===== src/rtl/bsg_dmc_ui_initiator.sv =====
// bsg_dmc_ui_initiator
//   Initiator side of the bsg_dmc user interface. Turns a burst-granular
//   request stream into app_* transactions. A write moves ui_burst_len_p data
//   beats and then issues one command. A read issues one command and then
//   collects ui_burst_len_p returned beats into a local FIFO. The controller's
//   read channel cannot be stalled, so a read command is only issued when the
//   FIFO is guaranteed to have room for the whole burst (credit scheme).
//
// Ports
//   clk_i, reset_n_i          ui clock, asynchronous active-low reset
//   init_calib_complete_i     controller calibration done (gates new accepts)
//   req_*                     burst request channel (valid/ready)
//   wdata_*, wmask_i          write beat channel (valid/ready)
//   rdata_*                   read beat channel (valid/ready, last per burst)
//   app_*                     command / write-data / read-data to bsg_dmc
//   busy_o                    FSM active or read beats still outstanding
//   error_o                   sticky: read beat arrived with no read outstanding
module bsg_dmc_ui_initiator #(
    parameter int ui_addr_width_p = 28,
    parameter int ui_data_width_p = 32,
    parameter int ui_burst_len_p  = 8,
    parameter int rbuf_els_p      = 16
) (
    input  logic                          clk_i,
    input  logic                          reset_n_i,
    input  logic                          init_calib_complete_i,

    input  logic                          req_v_i,
    input  logic                          req_write_i,
    input  logic [ui_addr_width_p-1:0]    req_addr_i,
    output logic                          req_ready_o,

    input  logic                          wdata_v_i,
    input  logic [ui_data_width_p-1:0]    wdata_i,
    input  logic [(ui_data_width_p>>3)-1:0] wmask_i,
    output logic                          wdata_ready_o,

    output logic                          rdata_v_o,
    output logic [ui_data_width_p-1:0]    rdata_o,
    output logic                          rdata_last_o,
    input  logic                          rdata_ready_i,

    output logic [ui_addr_width_p-1:0]    app_addr_o,
    output logic [2:0]                    app_cmd_o,
    output logic                          app_en_o,
    input  logic                          app_rdy_i,
    output logic                          app_wdf_wren_o,
    output logic [ui_data_width_p-1:0]    app_wdf_data_o,
    output logic [(ui_data_width_p>>3)-1:0] app_wdf_mask_o,
    output logic                          app_wdf_end_o,
    input  logic                          app_wdf_rdy_i,
    input  logic                          app_rd_data_valid_i,
    input  logic [ui_data_width_p-1:0]    app_rd_data_i,
    input  logic                          app_rd_data_end_i,

    output logic                          busy_o,
    output logic                          error_o
);

    localparam int CW = $clog2(rbuf_els_p + 1);
    localparam int BW = $clog2(ui_burst_len_p);
    localparam int PW = (rbuf_els_p > 1) ? $clog2(rbuf_els_p) : 1;

    localparam logic [CW-1:0] BURST     = CW'(ui_burst_len_p);
    localparam logic [CW-1:0] DEPTH     = CW'(rbuf_els_p);
    localparam logic [BW-1:0] LAST_BEAT = BW'(ui_burst_len_p - 1);
    localparam logic [PW-1:0] LAST_PTR  = PW'(rbuf_els_p - 1);

    typedef enum logic [1:0] {IDLE, WR_DATA, WR_CMD, RD_CMD} state_e;
    typedef enum logic [2:0] {APP_CMD_WR = 3'd0, APP_CMD_RD = 3'd1} app_cmd_e;

    state_e                       state_q, state_d;
    logic [ui_addr_width_p-1:0]   addr_q, addr_d;
    app_cmd_e                     cmd_q, cmd_d;
    logic [BW-1:0]                beat_q, beat_d;
    logic [CW-1:0]                credits_q, credits_d;
    logic [CW-1:0]                outst_q, outst_d;
    logic [CW-1:0]                count_q;
    logic [PW-1:0]                wptr_q, rptr_q;
    logic [BW-1:0]                pop_cnt_q;
    logic                         error_q;
    // Low in reset and for the first clock after release so req_ready_o is
    // never asserted while reset is applied.
    logic                         active_q;

    logic [ui_data_width_p-1:0]   mem [rbuf_els_p];

    logic accept, grant_rd, push, pop, fifo_empty, in_wr;

    // The controller's end flag is redundant with our own beat count.
    logic unused_rd_end;
    assign unused_rd_end = app_rd_data_end_i;

    // ---------------------------------------------------------------- FSM
    always_ff @(posedge clk_i or negedge reset_n_i) begin
        if (!reset_n_i) begin
            state_q  <= IDLE;
            addr_q   <= '0;
            cmd_q    <= APP_CMD_WR;
            beat_q   <= '0;
            active_q <= 1'b0;
        end else begin
            state_q  <= state_d;
            addr_q   <= addr_d;
            cmd_q    <= cmd_d;
            beat_q   <= beat_d;
            active_q <= 1'b1;
        end
    end

    always_comb begin
        state_d        = state_q;
        addr_d         = addr_q;
        cmd_d          = cmd_q;
        beat_d         = beat_q;
        accept         = 1'b0;
        grant_rd       = 1'b0;
        req_ready_o    = 1'b0;
        wdata_ready_o  = 1'b0;
        app_en_o       = 1'b0;
        app_cmd_o      = cmd_q;
        app_wdf_wren_o = 1'b0;
        app_wdf_end_o  = 1'b0;
        case (state_q)
            IDLE: begin
                req_ready_o = active_q & init_calib_complete_i;
                accept      = req_v_i & active_q & init_calib_complete_i;
                if (accept) begin
                    addr_d  = req_addr_i;
                    cmd_d   = req_write_i ? APP_CMD_WR : APP_CMD_RD;
                    state_d = req_write_i ? WR_DATA : RD_CMD;
                end
            end
            WR_DATA: begin
                wdata_ready_o  = app_wdf_rdy_i;
                app_wdf_wren_o = wdata_v_i;
                app_wdf_end_o  = wdata_v_i & (beat_q == LAST_BEAT);
                if (wdata_v_i & app_wdf_rdy_i) begin
                    beat_d = beat_q + BW'(1);
                    if (beat_q == LAST_BEAT) state_d = WR_CMD;
                end
            end
            WR_CMD: begin
                app_en_o  = 1'b1;
                app_cmd_o = APP_CMD_WR;
                if (app_rdy_i) state_d = IDLE;
            end
            RD_CMD: begin
                // Only issue when the FIFO can absorb the whole burst.
                app_en_o = (credits_q >= BURST);
                if ((credits_q >= BURST) && app_rdy_i) begin
                    grant_rd = 1'b1;
                    state_d  = IDLE;
                end
            end
            default: state_d = IDLE;
        endcase
    end

    assign in_wr          = (state_q == WR_DATA);
    assign app_wdf_data_o = in_wr ? wdata_i : '0;
    assign app_wdf_mask_o = in_wr ? wmask_i : '0;
    assign app_addr_o     = addr_q;

    // ---------------------------------------------------------- read path
    assign fifo_empty = (count_q == '0);
    assign push       = app_rd_data_valid_i & (outst_q != '0);
    assign pop        = ~fifo_empty & rdata_ready_i;

    // Grant and pop may land in the same cycle; apply both as a net update.
    assign credits_d = credits_q - (grant_rd ? BURST : '0) + (pop ? CW'(1) : '0);
    assign outst_d   = outst_q + (grant_rd ? BURST : '0) - (push ? CW'(1) : '0);

    always_ff @(posedge clk_i or negedge reset_n_i) begin
        if (!reset_n_i) begin
            credits_q <= DEPTH;
            outst_q   <= '0;
            count_q   <= '0;
            wptr_q    <= '0;
            rptr_q    <= '0;
            pop_cnt_q <= '0;
            error_q   <= 1'b0;
        end else begin
            credits_q <= credits_d;
            outst_q   <= outst_d;
            count_q   <= count_q + (push ? CW'(1) : '0) - (pop ? CW'(1) : '0);
            if (push) wptr_q <= (wptr_q == LAST_PTR) ? '0 : wptr_q + PW'(1);
            if (pop) begin
                rptr_q    <= (rptr_q == LAST_PTR) ? '0 : rptr_q + PW'(1);
                pop_cnt_q <= pop_cnt_q + BW'(1);
            end
            if (app_rd_data_valid_i && (outst_q == '0)) error_q <= 1'b1;
        end
    end

    always_ff @(posedge clk_i) begin
        if (push) mem[wptr_q] <= app_rd_data_i;
    end

    assign rdata_v_o    = ~fifo_empty;
    assign rdata_o      = fifo_empty ? '0 : mem[rptr_q];
    assign rdata_last_o = ~fifo_empty & (pop_cnt_q == LAST_BEAT);
    assign busy_o       = (state_q != IDLE) | (outst_q != '0);
    assign error_o      = error_q;

endmodule


===== config.mk =====
export PLATFORM = sky130hd
export DESIGN_NAME = bsg_dmc_ui_initiator
export DESIGN_NICKNAME = d
export VERILOG_FILES = /design/src/rtl/bsg_dmc_ui_initiator.sv
export SDC_FILE = /design/constraint.sdc
export NUM_CORES = 1
export LEC_CHECK = 0
export ABC_AREA = 1
export CORE_ASPECT_RATIO = 0.9
export CORE_MARGIN = 5
export CORE_UTILIZATION = 30
export CTS_BUF_LIST = sky130_fd_sc_hd__clkbuf_4 sky130_fd_sc_hd__clkbuf_8 sky130_fd_sc_hd__clkbuf_16
export DETAILED_ROUTE_END_ITERATION = 10
export GPL_ROUTABILITY_DRIVEN = 0
export HOLD_SLACK_MARGIN = 0.08
export PLACE_DENSITY = 0.52
export SKIP_CTS_REPAIR_TIMING = 1
export SLEW_MARGIN = 20
export SYNTH_ARGS = -nofsm -noshare
export SYNTH_HDL_FRONTEND = slang
export SYNTH_SLANG_ARGS = --single-unit

===== constraint.sdc =====
create_clock -name clk_i -period 2.9 [get_ports clk_i]
set_input_delay 0.435 -clock clk_i [delete_from_list [all_inputs] [get_ports clk_i]]
set_output_delay 0.435 -clock clk_i [all_outputs]
set_load 0.1 [all_outputs]

# After elaboration in Yosys (flattened, before gate mapping)
# Memories as Yosys holds them, arrays and structs flattened.
# Index checks and enable logic that the tools add are counted.
# word_totals
regBits,64
ramBits,512
inputBits,107
output_inout_bits,108
word_cells,82
memories,1
# classes
n_addsub,10
magnitude_cmp,1
eq_ne,12
muxes,26
bitwise_logic,10
reduce_logical,10
# memory_table
memory,depth,word_bits,rd,rd_clocked_by_memory_dff,wr,line_no,rtl
mem,16,32,1,0,1,86,logic [ui_data_width_p-1:0] mem [rbuf_els_p];
# op_table
cell,count
$mux W32,2
$mux W4,4
$mux W2,6
$mux W1,11
$logic_not A5 Y1,2
$sub A5 B5 Y5,2
$add A4 B1 Y4 const B,2
$and A1 B1 Y1,8
$eq A4 B4 Y1 const B,2
$pmux W2 S4,1
$add A3 B1 Y3 const B,2
$eq A3 B3 Y1 const B,2
$ne A2 B2 Y1 const B,3
$add A5 B1 Y5,1
$add A5 B4 Y5,1
$add A5 B5 Y5,1
$ge A5 B4 Y1 const B,1
$reduce_and A5 Y1,1
$reduce_bool A5 Y1,1
$sub A5 B1 Y5,1
$eq A2 B2 Y1 const B,2
$ne A2 B1 Y1 const B,2
$reduce_and A2 Y1,2
$mux W3,1
other kinds (7),8

# Logic depth before layout (Yosys ltp)
# depth
ltp_word,7
depth_mapped,14
mapped_depth_nobuf,13

# Worst setup path after synthesis
# OpenSTA, ideal clock, no wires.
# synth_timing
kind,reg2out
start,register count_q[2]
end,output rdata_o[22]
arrival_ns,3.247
required_ns,2.465
path_slack_ns,-0.782
path_stages_with_launch,7
path_buffers,1
cell_sequence,dfrtp_1 > inv_1 > ha_1 > nand3_1 > inv_1 > clkbuf_1 > a21oi_1
# synth_between
elab_chain_len,2
# synth_lines
element,line_no,rtl
start: declaration,78,logic [CW-1:0] count_q;
start signal: assignment,186,count_q <= count_q + (push ? CW'(1) : '0) - (pop ? CW'(1) : '0);
$logic_not A5 Y1,166,assign fifo_empty = (count_q == '0);
$mux W32,201,assign rdata_o = fifo_empty ? '0 : mem[rptr_q];
end: declaration,39,"output logic [ui_data_width_p-1:0] rdata_o,"
# Every way passes these cells.

# Final worst setup path
# layout_timing
start,register rptr_q[0]
end,output rdata_o[28]
# layout_between
elab_chain_len,2
# layout_lines
element,line_no,rtl
start: declaration,79,"logic [PW-1:0] wptr_q, rptr_q;"
start signal: assignment,189,rptr_q <= (rptr_q == LAST_PTR) ? '0 : rptr_q + PW'(1);
$mem_v2 Z16 W32,-,
$mux W32,201,
# Every way passes these cells.

==> key figures <==
Clock tree
  – CTS Root Cell: clkbuf_16
  – TritonCTS clock tree: built
  – Worst skew pair latency: 0.66 ns
  – Clock transition at path regs: 0.06 ns
  – Num CTS Buffers: 61
  – H-Tree Depth: 2
  – Clk buf depth: 3
  – Sink Count: 574

Floorplan
  – IO Pins: 215
  – Site Rows: 101
  – Die Width: 316 um
  – Die Span Y: 286 um
  – Core area: 84000 sq um
  – Starting density of the core: 30.1%
  – Die area: 90300 sq um

Critical path
  – Ordered cell list for the critical path: buf_12 > buf_12 > buf_4 > nand2_1 > nand3_1 > nand3_1 > nand3_1 > a21oi_4 > buf_12
  – Crit path from: rptr_q[0]$_DFFE_PN0P_
  – Critical Path Sink Type: output port
  – CP startpoint kind: flop
  – Critical path class: reg -> out
  – CP Max Fanout: 7
  – Critical Path Max Stage Delay: 0.50 ns
  – Slowest stage cell, crit path: dfrtp_4
  – R2r startpoint: count_q[2]$_DFF_PN0_
  – Critical Path RT: 2.47 ns
  – WP data arrival: 2.50 ns

Synth
  – Synthesis Warnings: 0
  – Yosys cell types: 28
  – Avg Cell Area, Syn: 9.90 sq um
  – Yosys reg bits: 574
  – Seq/Total Area, Yosys: 66.9%
  – Cells after Synth: 2556
  – Mapped Area: 25300 sq um

Status
  – Failing checks: negative setup slack
  – Outcome: complete, but fails checks

Timing
  – Max-slew violations: 0
  – RSZ-0062 raised after global routing: yes
  – Number of setup violations in the final report: 1
  – Final setup skew: 0.0321 ns
  – Tcrit/Tclk final: 101%
  – Fmax achieved: 341 MHz
  – Slack of the critical path: -0.0333 ns
  – Least-Margin Pin Slew: 0.635 ns
  – Max-slew headroom: 57.6%
  – Worst hold slack: 0.363 ns
  – Hold Fails Final Rpt: 0
  – Setup TNS: -0.0333 ns
  – Minimum clock period: 2.93 ns

Global routing
  – Initial antenna violation count: 4
  – Total gr overflow: 0
  – Total track usage: 14.0%
  – Vias in the first global route: 16600
  – First-pass GRT wire length: 98.5 mm
  – Pin count of the biggest net entering global routing: 89

Hold path
  – Worst Hold Class: in -> async

Power and ir drop
  – Pleak: 14.2 nW
  – Power per cell area: 1210 nW/um^2
  – Pwr Total: 39.5 mW
  – Worst IR Drop VDD: 0.000912 V

Place
  – Port bufs: 211
  – Area after DPL: 29500 sq um
  – Post-DP HPWL: 36.5 mm
  – Worst slack, placed: 0.353 ns

Routing
  – Vias: 17400
  – Initial DRC count: 911
  – Routed len/inst: 17.2 um
  – DRC: 0
  – Vias per cell: 4.33
  – Final antenna-violating net count: 0
  – DR pass1 iterations: 5
  – Total routed wirelength: 69.0 mm

Finish
  – Diodes inserted: 0
  – Design area: 32700 sq um
  – Layout cell share with drive strength beyond 1: 14.0%
  – Area of the multi-input gates: 6660 sq um
  – FILL cells: 8229
  – Reg area: 16900 sq um
  – Area delta synth->final: 29.0%
  – Layout Nets: 2954

Job
  – Max-cap violation count: 0
[cells in the final DEF (no fill, tap or decap), drive strengths merged]
| master | instances |
|---|---|
| clkinvlp | 5 |
| nand3 | 295 |
| o31ai | 1 |
| clkinv | 32 |
| clkbuf | 95 |
| fa | 2 |
| and3 | 1 |
| a21boi | 1 |
| buf | 196 |
| xor2 | 11 |
| dlygate4sd3 | 1 |
| conb | 3 |
| nor3 | 2 |
| edfxtp | 512 |
| nor2 | 76 |
| dfrtp | 61 |
| inv | 427 |
| nand2 | 964 |
| ha | 25 |
| bufinv | 4 |
| o21ai | 8 |
| a21o | 1 |
| clkdlybuf4s50 | 104 |
| dfstp | 1 |
| nand3b | 1 |
| a21oi | 38 |
| xnor2 | 5 |
[state kept, by name, summed over array words and instances, names as in the netlist, 2 cells and up]
register,cells
wptr_q,4
mem,512
count_q,5
pop_cnt_q,3
state_q,2
outst_q,5
rptr_q,4
credits_q,5
app_addr_o,28
beat_q,3
[cells by family after synthesis]
family,after synthesis,share of synthesized area (%)
xor+xnor,16,0.554
flops,574,66.9
buf+inv,549,8.81
other cells,2,0.0297
simple gates,1339,21.3
fa+ha+maj,27,1.39
compound gates,49,0.998
[power breakdown]
group,internal (mW),switching (mW)
Sequential,10.2,0.420
Clock,4.51,3.31
Combinational,6.77,14.4
[synth_stat cells]
master | n | share of area [%]
nand2_1 | 964 | 14
edfxtp_1 | 512 | 61
inv_1 | 426 | 6.3
nand3_1 | 295 | 5.8
nor2_1 | 76 | 1.1
buf_2 | 64 | 1.3
dfrtp_1 | 61 | 6.0
a21oi_1 | 38 | 0.75
clkbuf_1 | 25 | 0.37
ha_1 | 25 | 1.2
buf_4 | 17 | 0.50
buf_1 | 11 | 0.16
xor2_1 | 11 | 0.38
o21ai_0 | 8 | 0.16
xnor2_1 | 5 | 0.17
buf_6 | 3 | 0.13
conb_1 | 2 | 0.030
fa_1 | 2 | 0.16
nor3_1 | 2 | 0.040
a21boi_0 | 1 | 0.030
a21o_1 | 1 | 0.030
and3_1 | 1 | 0.025
clkinv_1 | 1 | 0.015
dfstp_2 | 1 | 0.10
inv_2 | 1 | 0.015
inv_4 | 1 | 0.025
nand3b_1 | 1 | 0.030
o31ai_1 | 1 | 0.030
[metal layers]
metal / vias up / part of all wire [%] / track usage, %
li1: 8617 / - / -
met1: 8178 / 45 / 18.5
met2: 456 / 47 / 23.6
met3: 95 / 6.7 / 3.22
met4: 6 / 1.8 / 3.34
met5: - / 0.078 / 0
[final timing paths]
check | end | slack, ns | depth (start not counted)
max in group asynchronous | credits_q[4]$_DFF_PN1_ | 1.76 | 3
worst min register to register | app_addr_o[23]$_DFFE_PN0P_ | 0.48 | 2
worst min-delay path | app_addr_o[24]$_DFFE_PN0P_ | 0.36 | 2
min in group clk_i | app_addr_o[4]$_DFFE_PN0P_ | 0.36 | 3
worst max-delay path | rdata_o[28] | -0.03 | 9
worst max register to register | count_q[4]$_DFF_PN0_ | 0.54 | 13
[cell type report]
class | count | area share, %
Inverter | 429 | 5.05
Tap cell | 1133 | 4.34
Timing Repair inverter | 3 | 0.107
Clock inverter | 36 | 0.985
Clock buffer | 79 | 5.24
Sequential cell | 574 | 51.9
Timing Repair Buffer | 317 | 12.0
Multi-Input combinational cell | 1434 | 20.4
[critical path, delay by kind of cell (launching register included)]
family	cells	cell delay (ns)
AND/OR/NAND/NOR	4	0.37
buffers and inverters	4	0.69
flip-flops	1	0.50
AO/OA/AOI/OAI	1	0.31
[through the flow]
stage / util [%] / instances
2_1_floorplan: - / 2557
3_3_place_gp: 35.1 / 3846
3_5_place_dp: 35.1 / 3846
4_1_cts: 37.6 / 3961
5_1_grt: 38.9 / 4005
6_report: 38.9 / 4005
No activity file was read; power rests on OpenSTA's default activity.
==> edit 1: new RTL, same flow settings <==
The parameter `ui_burst_len_p` goes from 8 to 16.
--- a/src/rtl/bsg_dmc_ui_initiator.sv
+++ b/src/rtl/bsg_dmc_ui_initiator.sv
@@ -19,5 +19,5 @@
     parameter int ui_addr_width_p = 28,
     parameter int ui_data_width_p = 32,
-    parameter int ui_burst_len_p  = 8,
+    parameter int ui_burst_len_p  = 16,
     parameter int rbuf_els_p      = 16
 ) (
Function: changed (a bounded check fails within 10 cycles, from zero or initial values and one cycle with reset_n_i low).
==> edit 1 against the original RTL <==
- the flow still finishes with violations (setup timing)
- utilization grew 0.99 points
- setup slack lost 47 ps
- largest power group unchanged
- cell count decreased by 0.97%
- count of clock-buffer cells in the layout is 1 higher
- final area increased by 2.9%
- via count is 2.0% higher
- power grew 2.8%
- wire length increased by 4.4%
- area after synthesis grew 0.52%
- sequential cell count up 2
- first-iteration DRC count increased by 20%
- combinational power rose by 5%
==> edit 1: results (changes against the original RTL) <==
[final_layout]
area.growth.synth_to_final_pct=32.03
nonClkBufAreaFrac=0.1343  ; +0.01378
fill_cells=8000  ; -2.8%
final_nets=2913  ; -1.4%
area_share_clock_buf_inv=0.06004  ; -0.002178
multiInputGateArea_mm2=0.006915  ; +3.9%
nMultiInputCombCells=1380  ; -3.8%
largest_register_ffs=512  ; unchanged
drive_gt1_frac=0.1811  ; +0.04082
inverters=439  ; +1.6%
seq_share=0.5056  ; -0.01293
num-nonclk-buffers=323  ; +1.9%
num_antenna_cells=1  ; +1
clock_buffers=80  ; +1.3%

[setup_path]
cp_slowest_stage_delay_ps=540  ; +40 ps
endpoint=rdata_o[15]
cp_max_fo=16  ; +9
slowest_stage=dfrtp_4
r2r_slack_ps=420  ; -120 ps
timing.rr.start=outst_q[2]$_DFF_PN0_

[power_and_ir_drop]
leakagePower_uw=0.01441  ; +1.3%
ir_worst_vdd_uv=1193  ; +31%

[timing]
skew_ps=55.90  ; +23.76 ps
tightest_slew_ps=708.4  ; +73.15 ps
worst_slack_ps=-80.56  ; -47.28 ps
setup_viol=20  ; +19
setup_tns_ps=-654.7  ; -621.4 ps

[yosys]
avgSynthCellArea_um2=10.17  ; +2.6%
postSynth.asyncResetShare=0.1111  ; +0.003097
synth-xor-area-share=0.006540  ; +0.001004
synthAdderAreaFrac=0.01288  ; -0.001055
muxShareOfSynthArea=0.01328  ; +0.01328
synth_edf_count=512  ; unchanged
synth-compound-area-share=0.01092  ; +0.0009319
yosysSeqAreaShare=0.6672  ; -0.001486
synth.top_cells.by_count=nand2_1 (899), edfxtp_1 (512), inv_1 (431), nand3_1 (268), nor2_1 (77)
synthTopCellsByArea=edfxtp_1 (60%), nand2_1 (13%), inv_1 (6.4%)

[global_route]
grt_pass1_vias=16908  ; +1.8%
grt_pass1_wl_um=99620  ; +1.2%
antenna_found_initial=2  ; -2
grtUsageTotal=0.1412  ; +0.001014
grt_max_degree=142  ; +60%

[place]
hpwl_um=38750  ; +6.2%
dp_cells=3802  ; -1.1%
place_ws_ps=226.7  ; -126.0 ps
dpl_cell_area_mm2=0.03013  ; +2.0%

[routing]
drt-total-wl_um=72020  ; +4.4%
avgRoutedWirePerCell_um=18.16  ; +5.4%
dr.first_iter.drc_count=1097  ; +20%
routed_via_density=4.461  ; +3.0%

[outcome]
violations=setup timing
status=finished with violations

[clock_network]
clkSinkCount=576  ; +0.35%

edit 1: worst min-delay path by stage:
stage                                            end  cells after the start                 from  slack (ps)
final                          wptr_q[0]$_DFFE_PN0N_                      2            reset_n_i         350
after global routing      app_addr_o[15]$_DFFE_PN0P_                      2       req_addr_i[15]         370
after CTS                      wptr_q[0]$_DFFE_PN0N_                      1            reset_n_i        -220
after detailed placement         error_o$_DFFE_PN0P_                      1  error_o$_DFFE_PN0P_         450
after global placement           error_o$_DFFE_PN0P_                      1  error_o$_DFFE_PN0P_         450
after floorplan                   active_q$_DFF_PN0_                      0            reset_n_i         140
edit 1: routing by layer:
metal	wire length, µm	vias to the layer above	global-route usage
li1	-	8496	-
met1	31860	8613	0.1891
met2	34330	470	0.2347
met3	4406	110	0.03184
met4	1405	2	0.03310
met5	13	-	0
edit 1: where the power goes:
| group | total, µW | switching, µW | internal (µW) |
|---|---|---|---|
| registers | 10700 | 491 | 10200 |
| logic | 22200 | 14800 | 7320 |
| clock network | 7740 | 3290 | 4450 |
==> edit 2: new RTL, same flow settings <==
Made on the original files. Re-encode `state_e` (4 states) as one-hot, 4 bits wide.
--- a/src/rtl/bsg_dmc_ui_initiator.sv
+++ b/src/rtl/bsg_dmc_ui_initiator.sv
@@ -67,5 +67,5 @@
     localparam logic [PW-1:0] LAST_PTR  = PW'(rbuf_els_p - 1);
 
-    typedef enum logic [1:0] {IDLE, WR_DATA, WR_CMD, RD_CMD} state_e;
+    typedef enum logic [3:0] {IDLE = 4'b0001, WR_DATA = 4'b0010, WR_CMD = 4'b0100, RD_CMD = 4'b1000} state_e;
     typedef enum logic [2:0] {APP_CMD_WR = 3'd0, APP_CMD_RD = 3'd1} app_cmd_e;
 
Check against the original RTL: same outputs for any inputs over 4 cycles, from zero or initial values and one cycle with reset_n_i low; so few cycles prove little.
==> edit 2 against the original RTL <==
- the flow still finishes with violations (setup timing)
- power decreased by 1.9%
- wire length increased by 0.83%
- final area increased by 1.5%
- hold slack got worse by 24 ps
- area after synthesis increased by 0.78%
- sequential power about the same
- first-iteration DRC count increased by 3.8%
- global-route usage about the same
- setup slack got worse by 14 ps
- sequential cell count increased by 2
- clock skew decreased by 2.5 ps
- sequential share of layout area decreased by 0.60 points
- critical path type unchanged
==> edit 2: results (changes against the original RTL) <==
[global_route]
use_met1=0.1904  ; +0.005883
antenna_found_initial=2  ; -2
grt_pass1_vias=16227  ; -2.3%
globalRouteMet2Util=0.2327  ; -0.003462
grtUsageTotal=0.1399  ; -0.0002504
grt_pass1_wl_um=98750  ; +0.29%
gr-usage-met3=0.03192  ; -0.0002466

[yosys]
postSynth.asyncResetShare=0.1111  ; +0.003097
synth-compound-area-share=0.01020  ; +0.0002174
synth.top_cells.by_count=nand2_1 (995), edfxtp_1 (512), inv_1 (433), nand3_1 (268), nor2_1 (73)
synthAdderAreaFrac=0.01383  ; -0.0001073
synth-xor-area-share=0.005150  ; -0.0003859
muxShareOfSynthArea=0.0008828  ; +0.0008828
synthTopCellsByArea=edfxtp_1 (60%), nand2_1 (15%), inv_1 (6.4%)
avgSynthCellArea_um2=9.911  ; about the same
synthDistinctLibCells=30  ; +7.1%

[clock_network]
numCtsBuffers=60  ; -1.6%

[routing]
vias=17509  ; +0.90%
dr_wl_met2_um=33290  ; +3.3%
wl_met3_um=4229  ; -8.1%
dr.first_iter.drc_count=946  ; +3.8%
avgRoutedWirePerCell_um=17.30  ; +0.43%
dr.pass1.iters=7  ; +2
met1Wirelength_um=30890  ; about the same

[timing]
setup_viol=13  ; +12
maxSlewHeadroom=0.5765  ; about the same
setup_tns_ps=-381.8  ; -348.5 ps
worst_slack_ps=-47.31  ; -14.03 ps
hold_ws_ps=338.7  ; -24.38 ps
skew_ps=29.65  ; -2.487 ps

[place]
dpl_cell_area_mm2=0.03016  ; +2.1%
hpwl_um=39140  ; +7.3%
dp_cells=3872  ; +0.68%
place_ws_ps=158.2  ; -194.5 ps

[final_layout]
fin_cells=4021  ; +0.40%
drive_gt1_frac=0.1427  ; +0.002339
final_nets=2971  ; +0.58%
largest_register_ffs=512  ; unchanged

[power_and_ir_drop]
ir_worst_vdd_uv=995.2  ; +9.2%

[setup_path]
cp_slowest_stage_delay_ps=540  ; +40 ps
r2r_slack_ps=470  ; -70 ps
critical_path_arrival_ps=2510  ; about the same

[outcome]
violations=setup timing
status=finished with violations

[worst_hold_path]
hp-class=in -> reg

-- edit 2: cell count changes after synthesis, moves of 3 or more --
cell / delta
buf_4: -11
buf_2: -9
nand3_1: -27
nand2_1: +31
inv_1: +7
inv_2: +4
buf_6: +20
nor2_1: -3
clkbuf_1: -4
nand4_1: +3
-- edit 2: worst max-delay path by stage --
stage / startpoint / to / slack (ps) / depth (start not counted)
finish: rptr_q[0]$_DFFE_PN0P_ / rdata_o[18] / -50 / 11
global route: rptr_q[0]$_DFFE_PN0P_ / rdata_o[7] / -170 / 10
floorplan: count_q[2]$_DFF_PN0_ / rdata_o[0] / -200 / 5
global placement: app_rd_data_valid_i / count_q[4]$_DFF_PN0_ / 150 / 12
CTS: rptr_q[0]$_DFFE_PN0P_ / rdata_o[24] / -270 / 9
detailed placement: app_rd_data_valid_i / count_q[4]$_DFF_PN0_ / 160 / 12
-- edit 2: worst max-delay path: cells and delay by family, from the launching register on --
family / cells / cell delay, ps
buffers and inverters: 5 / 780
AO/OA/AOI/OAI: 1 / 200
AND/OR/NAND/NOR: 5 / 340
flip-flops: 1 / 540
-- edit 2: area by class of cell --
cell class,count,area (µm²)
Fill cell,8295,51280
Sequential cell,576,16990
Multi-Input combinational cell,1442,6718
Timing Repair Buffer,313,4272
Inverter,440,1685
Clock buffer,80,1677
Tap cell,1133,1418
Clock inverter,33,319.1
Timing Repair inverter,4,63.81
-- edit 2: where the power goes --
group / total [µW] / leakage [µW] / internal (µW) / switching, µW
combinational: 20400 / 0.00803 / 6600 / 13800
clock: 7770 / 0.000986 / 4440 / 3320
sequential: 10600 / 0.00540 / 10200 / 429
